--- config.mk ---
export PLATFORM = sky130hd
export DESIGN_NAME = cmd_proc_flat
export DESIGN_NICKNAME = d
export VERILOG_FILES = /design/src/rtl/cmd_pkg.sv /design/src/rtl/cmd_if.sv /design/src/rtl/cmd_regfile.sv /design/src/rtl/cmd_proc.sv /design/src/flat_wrapper.sv
export SDC_FILE = /design/constraint.sdc
export NUM_CORES = 1
export LEC_CHECK = 0
export CAP_MARGIN = 5
export CORE_MARGIN = 3
export CORE_UTILIZATION = 55
export DETAILED_ROUTE_END_ITERATION = 10
export GPL_ROUTABILITY_DRIVEN = 0
export HOLD_SLACK_MARGIN = 0.08
export PLACE_DENSITY = 0.74
export SETUP_SLACK_MARGIN = 0.05
export SYNTH_ARGS = -nofsm -noshare
export SYNTH_HDL_FRONTEND = slang
export SYNTH_HIERARCHICAL = 1
export SYNTH_SLANG_ARGS = --single-unit
--- constraint.sdc ---
create_clock -name clk -period 7.72 [get_ports clk]
set_input_delay 0.772 -clock clk [delete_from_list [all_inputs] [get_ports clk]]
set_output_delay 0.772 -clock clk [all_outputs]
set_load 0.02 [all_outputs]
--- src/rtl/cmd_pkg.sv ---
// cmd_pkg: shared types and constants for the command processor.
//   opcode_e : command opcodes carried in cmd[15:12]
//   state_e  : command processor sequencer states
//   RESP_ACK / RESP_NAK : fixed response bytes
package cmd_pkg;

   typedef enum logic [3:0] {
      OP_WRITE = 4'h1,
      OP_READ  = 4'h2,
      OP_INC   = 4'h3,
      OP_PING  = 4'h4,
      OP_CLEAR = 4'h5
   } opcode_e;

   typedef enum logic [1:0] {
      ST_IDLE = 2'd0,
      ST_EXEC = 2'd1,
      ST_SEND = 2'd2,
      ST_WAIT = 2'd3
   } state_e;

   localparam logic [7:0] RESP_ACK = 8'hA5;
   localparam logic [7:0] RESP_NAK = 8'hEE;

endpackage

--- src/rtl/cmd_if.sv ---
// cmd_if: handshake between the UART wrapper (master) and cmd_proc (slave).
//   cmd_rdy/cmd        : wrapper holds a complete 16-bit command
//   clr_cmd_rdy        : processor consumes the command (one-cycle pulse)
//   send_resp/resp     : processor starts transmission of the response byte
//   resp_sent          : wrapper has finished transmitting the response
interface cmd_if;
   logic        cmd_rdy;
   logic [15:0] cmd;
   logic        clr_cmd_rdy;
   logic        send_resp;
   logic [7:0]  resp;
   logic        resp_sent;

   modport master (output cmd_rdy, cmd, resp_sent, input clr_cmd_rdy, send_resp, resp);
   modport slave  (input cmd_rdy, cmd, resp_sent, output clr_cmd_rdy, send_resp, resp);
endinterface

--- src/rtl/cmd_regfile.sv ---
// cmd_regfile: 16 x 8 register file.
//   clk, rst        : clock, synchronous active-high reset (clears all entries)
//   we/waddr/wdata  : single write port
//   clr             : synchronous clear of all entries
//   raddr_a/rdata_a : combinational read port used while executing a command
//   raddr_b/rdata_b : combinational side read port
module cmd_regfile (
   input  logic       clk,
   input  logic       rst,
   input  logic       we,
   input  logic [3:0] waddr,
   input  logic [7:0] wdata,
   input  logic       clr,
   input  logic [3:0] raddr_a,
   output logic [7:0] rdata_a,
   input  logic [3:0] raddr_b,
   output logic [7:0] rdata_b
);

   logic [7:0] mem_r [16];

   // Storage update: reset and clear-all zero every entry, otherwise single write.
   always_ff @(posedge clk) begin
      if (rst || clr) begin
         for (int i = 0; i < 16; i++) begin
            mem_r[i] <= 8'h00;
         end
      end else if (we) begin
         mem_r[waddr] <= wdata;
      end
   end

   assign rdata_a = mem_r[raddr_a];
   assign rdata_b = mem_r[raddr_b];

endmodule

--- src/rtl/cmd_proc.sv ---
// cmd_proc: executes wrapper commands against a 16 x 8 register file and
// returns one response byte per command.
//   clk, rst      : clock, synchronous active-high reset
//   bus (slave)   : cmd_rdy/cmd/clr_cmd_rdy/send_resp/resp/resp_sent handshake
//   rd_addr       : side read address
//   rd_data       : combinational reg[rd_addr]
//   timeout_err   : one-cycle pulse on a response timeout
// Optional feature: define CMD_TIMEOUT_EN to bound the wait for resp_sent to
// TIMEOUT_CYC cycles; without it the wait is unbounded and timeout_err is 0.
module cmd_proc
   import cmd_pkg::*;
#(
   parameter int TIMEOUT_CYC = 4096
) (
   input  logic       clk,
   input  logic       rst,
   cmd_if.slave       bus,
   input  logic [3:0] rd_addr,
   output logic [7:0] rd_data,
   output logic       timeout_err
);

   state_e      state_r;
   state_e      state_nxt_s;
   logic [15:0] cmd_r;
   logic [7:0]  resp_r;
   logic [7:0]  resp_nxt_s;
   logic        clr_r;
   logic        send_r;
   logic        exec_s;
   logic        we_s;
   logic        clr_all_s;
   logic [7:0]  wdata_s;
   logic [7:0]  exec_rdata_s;
   logic        tmo_s;

   assign exec_s = (state_r == ST_EXEC);

   cmd_regfile u_regfile (
      .clk     (clk),
      .rst     (rst),
      .we      (we_s & exec_s),
      .waddr   (cmd_r[11:8]),
      .wdata   (wdata_s),
      .clr     (clr_all_s & exec_s),
      .raddr_a (cmd_r[11:8]),
      .rdata_a (exec_rdata_s),
      .raddr_b (rd_addr),
      .rdata_b (rd_data)
   );

   // Next-state logic; resp_sent takes priority over a simultaneous timeout.
   always_comb begin
      state_nxt_s = state_r;
      case (state_r)
         ST_IDLE: begin
            if (bus.cmd_rdy) state_nxt_s = ST_EXEC;
            else             state_nxt_s = ST_IDLE;
         end
         ST_EXEC: state_nxt_s = ST_SEND;
         ST_SEND: state_nxt_s = ST_WAIT;
         ST_WAIT: begin
            if (bus.resp_sent) state_nxt_s = ST_IDLE;
            else if (tmo_s)    state_nxt_s = ST_IDLE;
            else               state_nxt_s = ST_WAIT;
         end
         default: state_nxt_s = ST_IDLE;
      endcase
   end

   // Opcode decode of the latched command: register update and response byte.
   always_comb begin
      we_s       = 1'b0;
      clr_all_s  = 1'b0;
      wdata_s    = cmd_r[7:0];
      resp_nxt_s = RESP_NAK;
      case (cmd_r[15:12])
         OP_WRITE: begin
            we_s       = 1'b1;
            resp_nxt_s = RESP_ACK;
         end
         OP_READ: resp_nxt_s = exec_rdata_s;
         OP_INC: begin
            we_s       = 1'b1;
            wdata_s    = exec_rdata_s + 8'd1;
            resp_nxt_s = exec_rdata_s + 8'd1;
         end
         OP_PING: resp_nxt_s = cmd_r[7:0];
         OP_CLEAR: begin
            clr_all_s  = 1'b1;
            resp_nxt_s = RESP_ACK;
         end
         default: resp_nxt_s = RESP_NAK;
      endcase
   end

   // State, command latch, response byte and registered handshake pulses.
   always_ff @(posedge clk) begin
      if (rst) begin
         state_r <= ST_IDLE;
         cmd_r   <= 16'h0000;
         resp_r  <= 8'h00;
         clr_r   <= 1'b0;
         send_r  <= 1'b0;
      end else begin
         state_r <= state_nxt_s;
         if (state_r == ST_IDLE && bus.cmd_rdy) cmd_r <= bus.cmd;
         if (exec_s) resp_r <= resp_nxt_s;
         // Pulses are registered from the next state so they align with EXEC/SEND.
         clr_r   <= (state_nxt_s == ST_EXEC);
         send_r  <= (state_nxt_s == ST_SEND);
      end
   end

   assign bus.clr_cmd_rdy = clr_r;
   assign bus.send_resp   = send_r;
   assign bus.resp        = resp_r;

`ifdef CMD_TIMEOUT_EN
   localparam int CNT_W = ($clog2(TIMEOUT_CYC + 1) > 13) ? $clog2(TIMEOUT_CYC + 1) : 13;

   logic [CNT_W-1:0] cnt_r;
   logic             tmo_err_r;

   // Counter value k means this is the (k+1)-th WAIT cycle.
   assign tmo_s = (state_r == ST_WAIT) && (cnt_r == CNT_W'(TIMEOUT_CYC - 1));

   // WAIT cycle counter (cleared in SEND so it starts at zero on WAIT entry) and error pulse.
   always_ff @(posedge clk) begin
      if (rst) begin
         cnt_r     <= {CNT_W{1'b0}};
         tmo_err_r <= 1'b0;
      end else begin
         if (state_r == ST_SEND)      cnt_r <= {CNT_W{1'b0}};
         else if (state_r == ST_WAIT) cnt_r <= cnt_r + CNT_W'(1);
         else                         cnt_r <= cnt_r;
         tmo_err_r <= tmo_s && !bus.resp_sent;
      end
   end

   assign timeout_err = tmo_err_r;
`else
   logic [31:0] unused_timeout_s;

   assign unused_timeout_s = 32'(TIMEOUT_CYC);
   assign tmo_s            = 1'b0;
   assign timeout_err      = 1'b0;
`endif

endmodule

--- src/flat_wrapper.sv ---
// flat-port wrapper written by rule: the top's interface ports become plain ports
module cmd_proc_flat import cmd_pkg::*;
#(
   parameter int TIMEOUT_CYC = 4096
)
  (clk, rst, rd_addr, rd_data, timeout_err, bus_cmd_rdy, bus_cmd, bus_resp_sent, bus_clr_cmd_rdy, bus_send_resp, bus_resp);
  cmd_if bus_i ();
  input  logic clk;
  input  logic rst;
  input  logic [3:0] rd_addr;
  output logic [7:0] rd_data;
  output logic timeout_err;
  input wire logic [$bits(bus_i.cmd_rdy)-1:0] bus_cmd_rdy;
  input wire logic [$bits(bus_i.cmd)-1:0] bus_cmd;
  input wire logic [$bits(bus_i.resp_sent)-1:0] bus_resp_sent;
  output wire logic [$bits(bus_i.clr_cmd_rdy)-1:0] bus_clr_cmd_rdy;
  output wire logic [$bits(bus_i.send_resp)-1:0] bus_send_resp;
  output wire logic [$bits(bus_i.resp)-1:0] bus_resp;
  assign bus_i.cmd_rdy = bus_cmd_rdy;
  assign bus_i.cmd = bus_cmd;
  assign bus_i.resp_sent = bus_resp_sent;
  assign bus_clr_cmd_rdy = bus_i.clr_cmd_rdy;
  assign bus_send_resp = bus_i.send_resp;
  assign bus_resp = bus_i.resp;
  cmd_proc #(.TIMEOUT_CYC(TIMEOUT_CYC)) u_core (.clk(clk), .rst(rst), .bus(bus_i), .rd_addr(rd_addr), .rd_data(rd_data), .timeout_err(timeout_err));
endmodule
# ---- Yosys cells after proc, flatten, opt, wreduce, memory -nomap -nowiden
# Memory sizes are Yosys's and may differ from the RTL's. A register that Yosys moved wholly into a read port is not among the register bits.
# Index checks and enable logic that the tools add are counted.
dict set report classes {
  addsub 1
  mul 0
  div_mod_pow 0
  order_cmp 0
  n_eq_ne 10
  shift 0
  mux 17
  n_bitwise 2
  reduce_logical 6
}
# operator n
set ops {}
lappend ops {{8-bit one-hot mux with 4 select lines} 1}
lappend ops {{8-bit two-way mux} 2}
lappend ops {{4-bit two-way mux} 3}
lappend ops {{1-bit two-way mux} 9}
lappend ops {{8-bit by 1-bit adder with 8-bit output (second input constant)} 1}
lappend ops {{4-bit by 2-bit == test with 1-bit output (second input constant)} 2}
lappend ops {{4-bit by 3-bit == test with 1-bit output (second input constant)} 2}
lappend ops {{2-bit one-hot mux with 4 select lines} 1}
lappend ops {{8-bit OR reduction} 1}
lappend ops {{2-bit == test (second input constant)} 3}
lappend ops {{2-bit by 1-bit == test with 1-bit output (second input constant)} 2}
lappend ops {{4-bit by 1-bit == test with 1-bit output (second input constant)} 1}
lappend ops {{2-bit OR reduction} 2}
lappend ops {{1-bit bitwise AND} 2}
lappend ops {{2-bit zero test} 1}
lappend ops {{2-bit two-way mux} 1}
lappend ops {{1-bit logical AND} 1}
lappend ops {{1-bit logical OR} 1}
dict set report totals {
  ff_bits 28
  latchBits 0
  ramBits 128
  rom_bits 0
  wordCells 42
  n_memories 1
}
# name depth word_bits read_ports rd_clocked_by_memory_dff write_ports line_no
set mem_list {}
lappend mem_list {u_core.u_regfile.mem_r 16 8 2 1 16 cmd_regfile.sv:20} ;# logic [7:0] mem_r [16];

# ---- Longest topological paths before layout
dict set report depth {
  ltp_word 9
  depth_mapped 12
}

# ---- Modules after synthesis
# Netlist, hierarchy kept.
# mod n_inst cells_each area_each_um2
set by_module_without_submodules {}
lappend by_module_without_submodules {cmd_regfile 1 475 6749.0}
lappend by_module_without_submodules {cmd_proc 1 186 1472.7}

# ---- Worst setup path after synthesis
# No wires, ideal clock.
dict set report synth_path {
  path_kind {input port to output port}
  start {input rd_addr[0]}
  end {output rd_data[4]}
  arrival_time_ns 1.901
  slack_ns 5.047
  path_stages 5
  n_path_buf 2
  cell_sequence {buf_6 buf_6 mux4_1 a22oi_1 nand2_1}
}
dict set report synth_between {
  elab_chain_cells 1
}
# element line_no
set synth_rtl {}
lappend synth_rtl {{start, declared} flat_wrapper.sv:10} ;# input logic [3:0] rd_addr;
lappend synth_rtl {{memory 16 x 8 bit} --}
lappend synth_rtl {{end, declared} flat_wrapper.sv:11} ;# output logic [7:0] rd_data;
# No other way between the ends.

==> impl_summary.txt <==
----------------------------------------------------
[Global routing]
  Number of antenna violations at the first check in global routing ... 0
  Total global routing overflow ... 0
  Wire length of the first global-routing pass ... 32.5 mm
  Largest net degree at the start of global routing ... 37
  Vias in the first global route ... 5634
  Total GRT Usage ... 0.270

[Clocking]
  Clock transition at the register clock pins on the worst setup and hold paths after CTS ... 0.06 ns
  Hold buffer count at cts ... 0
  Clock root buffer ... sky130_fd_sc_hd__clkbuf_16
  Count of clock tree sinks ... 156
  Number of buffers added by the clock tree synthesis step ... 17
  Post-CTS sizing ... 0
  Buffer count from post-CTS setup fixing ... 0
  CTS tree ... done
  Clock tree buffer depth ... 2
  Latest clock arrival within the worst-skew pair ... 0.42 ns
  H-tree levels ... 4

[Timing]
  Period Utilization, post-route ... 0.533
  Maximum operating frequency ... 0.243 GHz
  Final-report hold violation count ... 0
  RSZ-0062 raised after global routing ... false
  Max Slew Vio Count ... 0
  Time the worst path needs with I/O delays and setup ... 4.11 ns
  Final TNS setup ... 0 ns
  Slew at the pin with the worst max-slew slack ... 1.32 ns
  Post-route setup slack ... 3.61 ns
  Number of setup violations in the final report ... 0
  Worst rel slew slack ... 0.114
  Skew final ... 0.00623 ns

[Power and ir drop]
  Total net switching power ... 476 uW
  Sequential share of power ... 0.485
  Peak supply drop ... 0.000151 V
  Clock network power share ... 0.393
  Power density relative to cell area ... 219 nW/um^2
  Int Pwr ... 1530 uW
  Standby leakage power ... 0.00309 uW
  Switching Share ... 0.237
  Fraction of power consumed by combinational cells ... 0.122

[Layout]
  Flip-flop and latch area ... 4410 sq um
  Number of nets in the layout ... 704
  Area grow syn2layout ... 11.5%
  Leading cell type in the layout, fill and taps excluded ... sky130_fd_sc_hd__nor2_1
  Fillers ... 1073
  Ant. Diodes ... 0
  Commonest non-fill, non-tap cells in the layout ... sky130_fd_sc_hd__nor2_1 (146), sky130_fd_sc_hd__edfxtp_1 (128), sky130_fd_sc_hd__nand2_1 (103)
  Multi-input combinational cell area ... 3490 sq um
  Fraction of layout instances using a drive strength above 1 ... 0.136

[Route]
  Wire length reported by the detailed router ... 21.5 mm
  Via/cell ratio ... 6.69
  Wire length per cell after detailed routing ... 24.6 um
  Antenna Nets Post-Route ... 0
  First-pass DRT Iterations ... 5
  Via count of the routed design ... 5859
  Final routed DRC violation total ... 0
  DRT iter0 DRCs ... 770

[Logic synthesis]
  Number of synthesized flops with an enable pin ... 128
  Number of distinct library cells after synthesis ... 53
  Sequential-to-total area share from yosys stat ... 0.536
  Fraction of synthesis flops using an asynchronous set or reset pin ... 0
  Number of warning messages in the yosys log ... 6
  Main synth FF type ... sky130_fd_sc_hd__edfxtp_1
  Netlist area before placement ... 8220 sq um
  Mean Syn Cell Area ... 12.4 sq um
  Instance count of the mapped netlist ... 661
  Flops & latches, synth ... 156
  Post-Synthesis Net Count ... 686

[Setup path]
  Startpoint-to-endpoint class of the critical path ... reg -> reg
  Slowest CP cell ... sky130_fd_sc_hd__o21ai_0
  Dominant cell type by count on the critical path ... sky130_fd_sc_hd__nand2_1
  Largest driver fanout on the critical path ... 36
  Worst EP required ... 7.98 ns
  Cell count of the worst reg-to-reg path ... 9
  CP peak stage delay ... 0.79 ns
  Gate family responsible for the most delay along the worst path ... compound AO/OA/AOI/OAI gates
  Data arrival time of the worst path ... 4.37 ns
  CP cell instances ... buf_4, mux4_2, a22oi_1, nand2_1, ha_1, xnor2_1, o21ai_0, nand2_1, nor2_1
  Nature of the critical path endpoint ... flip-flop
  Critical Path Start Type ... flip-flop
  Worst path depth ... 9
  Critical path buffer and inverter count ... 1

[Die]
  Initial core utilization ... 0.564
  Top-level I/O count ... 43
  Site row count ... 44
  Die X ... 128 um
  Area enclosed by the die boundary ... 16500 sq um
  Core outline area ... 14600 sq um
  Die Y-Extent ... 128 um

[Hold path]
  Worst Hold Class ... reg -> reg
  Hold Path Stages ... 2

[Job]
  Max_cap viols ... 0

[Place]
  Number of buffers inserted by port buffering ... 41
  DP HPWL ... 15.4 mm
  Place WS ... 3.34 ns

[Outcome]
  Status ... complete, no violations

----------------------------------------------------
-- worst paths after layout --
check                       start                           end  slack, ns
setup / recovery  u_core/cmd_r[8]  u_core/u_regfile/mem_r[2][2]       3.61
hold / removal    u_core/cmd_r[8]               u_core/cmd_r[8]       0.46
setup reg to reg  u_core/cmd_r[8]  u_core/u_regfile/mem_r[2][2]       3.61
hold reg to reg   u_core/cmd_r[8]               u_core/cmd_r[8]       0.46
-- sequential cells by signal (all words and copies together) (netlist names) --
name                    cells
u_core/state_r              2
u_core/bus.resp             8
u_core/u_regfile/mem_r    128
u_core/cmd_r               16
u_core/bus.clr_cmd_rdy      1
u_core/bus.send_resp        1
-- synthesized netlist by cell type (2+ instances only) --
cell type	count	area share
sky130_fd_sc_hd__a211oi_2	3	0.0046
sky130_fd_sc_hd__a21oi_1	19	0.012
sky130_fd_sc_hd__a221oi_1	3	0.0032
sky130_fd_sc_hd__a221oi_2	3	0.0055
sky130_fd_sc_hd__a222oi_1	2	0.0024
sky130_fd_sc_hd__a22oi_1	32	0.029
sky130_fd_sc_hd__and2_1	3	0.0023
sky130_fd_sc_hd__and2_4	2	0.0021
sky130_fd_sc_hd__and2b_1	2	0.0018
sky130_fd_sc_hd__buf_2	9	0.0055
sky130_fd_sc_hd__buf_4	4	0.0037
sky130_fd_sc_hd__buf_6	9	0.012
sky130_fd_sc_hd__clkbuf_1	21	0.0096
sky130_fd_sc_hd__clkdlybuf4s25_2	6	0.0073
sky130_fd_sc_hd__dfxtp_1	28	0.068
sky130_fd_sc_hd__edfxtp_1	128	0.47
sky130_fd_sc_hd__mux4_1	28	0.089
sky130_fd_sc_hd__mux4_2	34	0.093
sky130_fd_sc_hd__mux4_4	2	0.0061
sky130_fd_sc_hd__nand2_1	103	0.047
sky130_fd_sc_hd__nand2b_1	4	0.0030
sky130_fd_sc_hd__nand3_1	4	0.0024
sky130_fd_sc_hd__nand4_1	2	0.0015
sky130_fd_sc_hd__nand4b_1	2	0.0021
sky130_fd_sc_hd__nor2_1	146	0.067
sky130_fd_sc_hd__nor2b_1	6	0.0046
sky130_fd_sc_hd__o21ai_0	21	0.013
sky130_fd_sc_hd__o21ai_1	2	0.0012
sky130_fd_sc_hd__o21bai_1	2	0.0018
sky130_fd_sc_hd__o22ai_1	2	0.0015
sky130_fd_sc_hd__or2_1	2	0.0015
sky130_fd_sc_hd__or2_2	2	0.0015
sky130_fd_sc_hd__xnor2_1	5	0.0053
-- power by group through the flow --
stage | sequential (uW) | combinational (uW) | clock [uW]
3_5_place_dp | 989 | 242 | 0
5_1_grt | 976 | 261 | 832
2_1_floorplan | 979 | 172 | 0
6_report | 974 | 246 | 788
4_1_cts | 972 | 243 | 798
3_3_place_gp | 986 | 236 | 0
-- kinds of logic (layout without fill, tap and decap cells) --
group           Yosys count  count (layout)  synth area share
simple gates            290             290             0.151
flops                   156             156             0.536
compound gates           93              93            0.0782
mux                      64              64             0.189
buf+inv                  51              82            0.0394
xor+xnor                  5               5           0.00533
fa+ha+maj                 1               1           0.00152
other cells               1               1          0.000456
-- area by class of cell --
class	instances	share of cell area
flip-flops and latches	156	0.481
multi-input cells	454	0.381
clock buffers	24	0.0547
repair buffers	49	0.0508
well taps	184	0.0251
clock inverters	8	0.00710
inverters	1	0.000410
-- per-stage QoR --
| step | util | cells | instance area (sq um) | total power, uW | hold slack (ns) |
|---|---|---|---|---|---|
| global route | 0.628 | 876 | 9170 | 2070 | 0.467 |
| detailed placement | 0.589 | 844 | 8600 | 1230 | 0.445 |
| finish | 0.628 | 876 | 9170 | 2010 | 0.455 |
| global placement | 0.589 | 844 | 8600 | 1220 | 0.444 |
| floorplan | - | 661 | 8220 | 1150 | 0.449 |
| CTS | 0.628 | 876 | 9170 | 2010 | 0.454 |
-- routing by layer --
metal	wire length [um]	up-vias	GRT usage
met1	8450	2860	0.368
met4	871	0	0.119
li1	-	2526	-
met5	0	-	0
met3	2100	67	0.0550
met2	10100	406	0.422
-- worst min-delay path, delay by kind of cell (launching register included) --
family	cells	cell delay (ns)
DFF	1	0.32
AOI/OAI and AO/OA	1	0.05
and+or+nand+nor	1	0.05
Power figures use the tool's default switching activity.
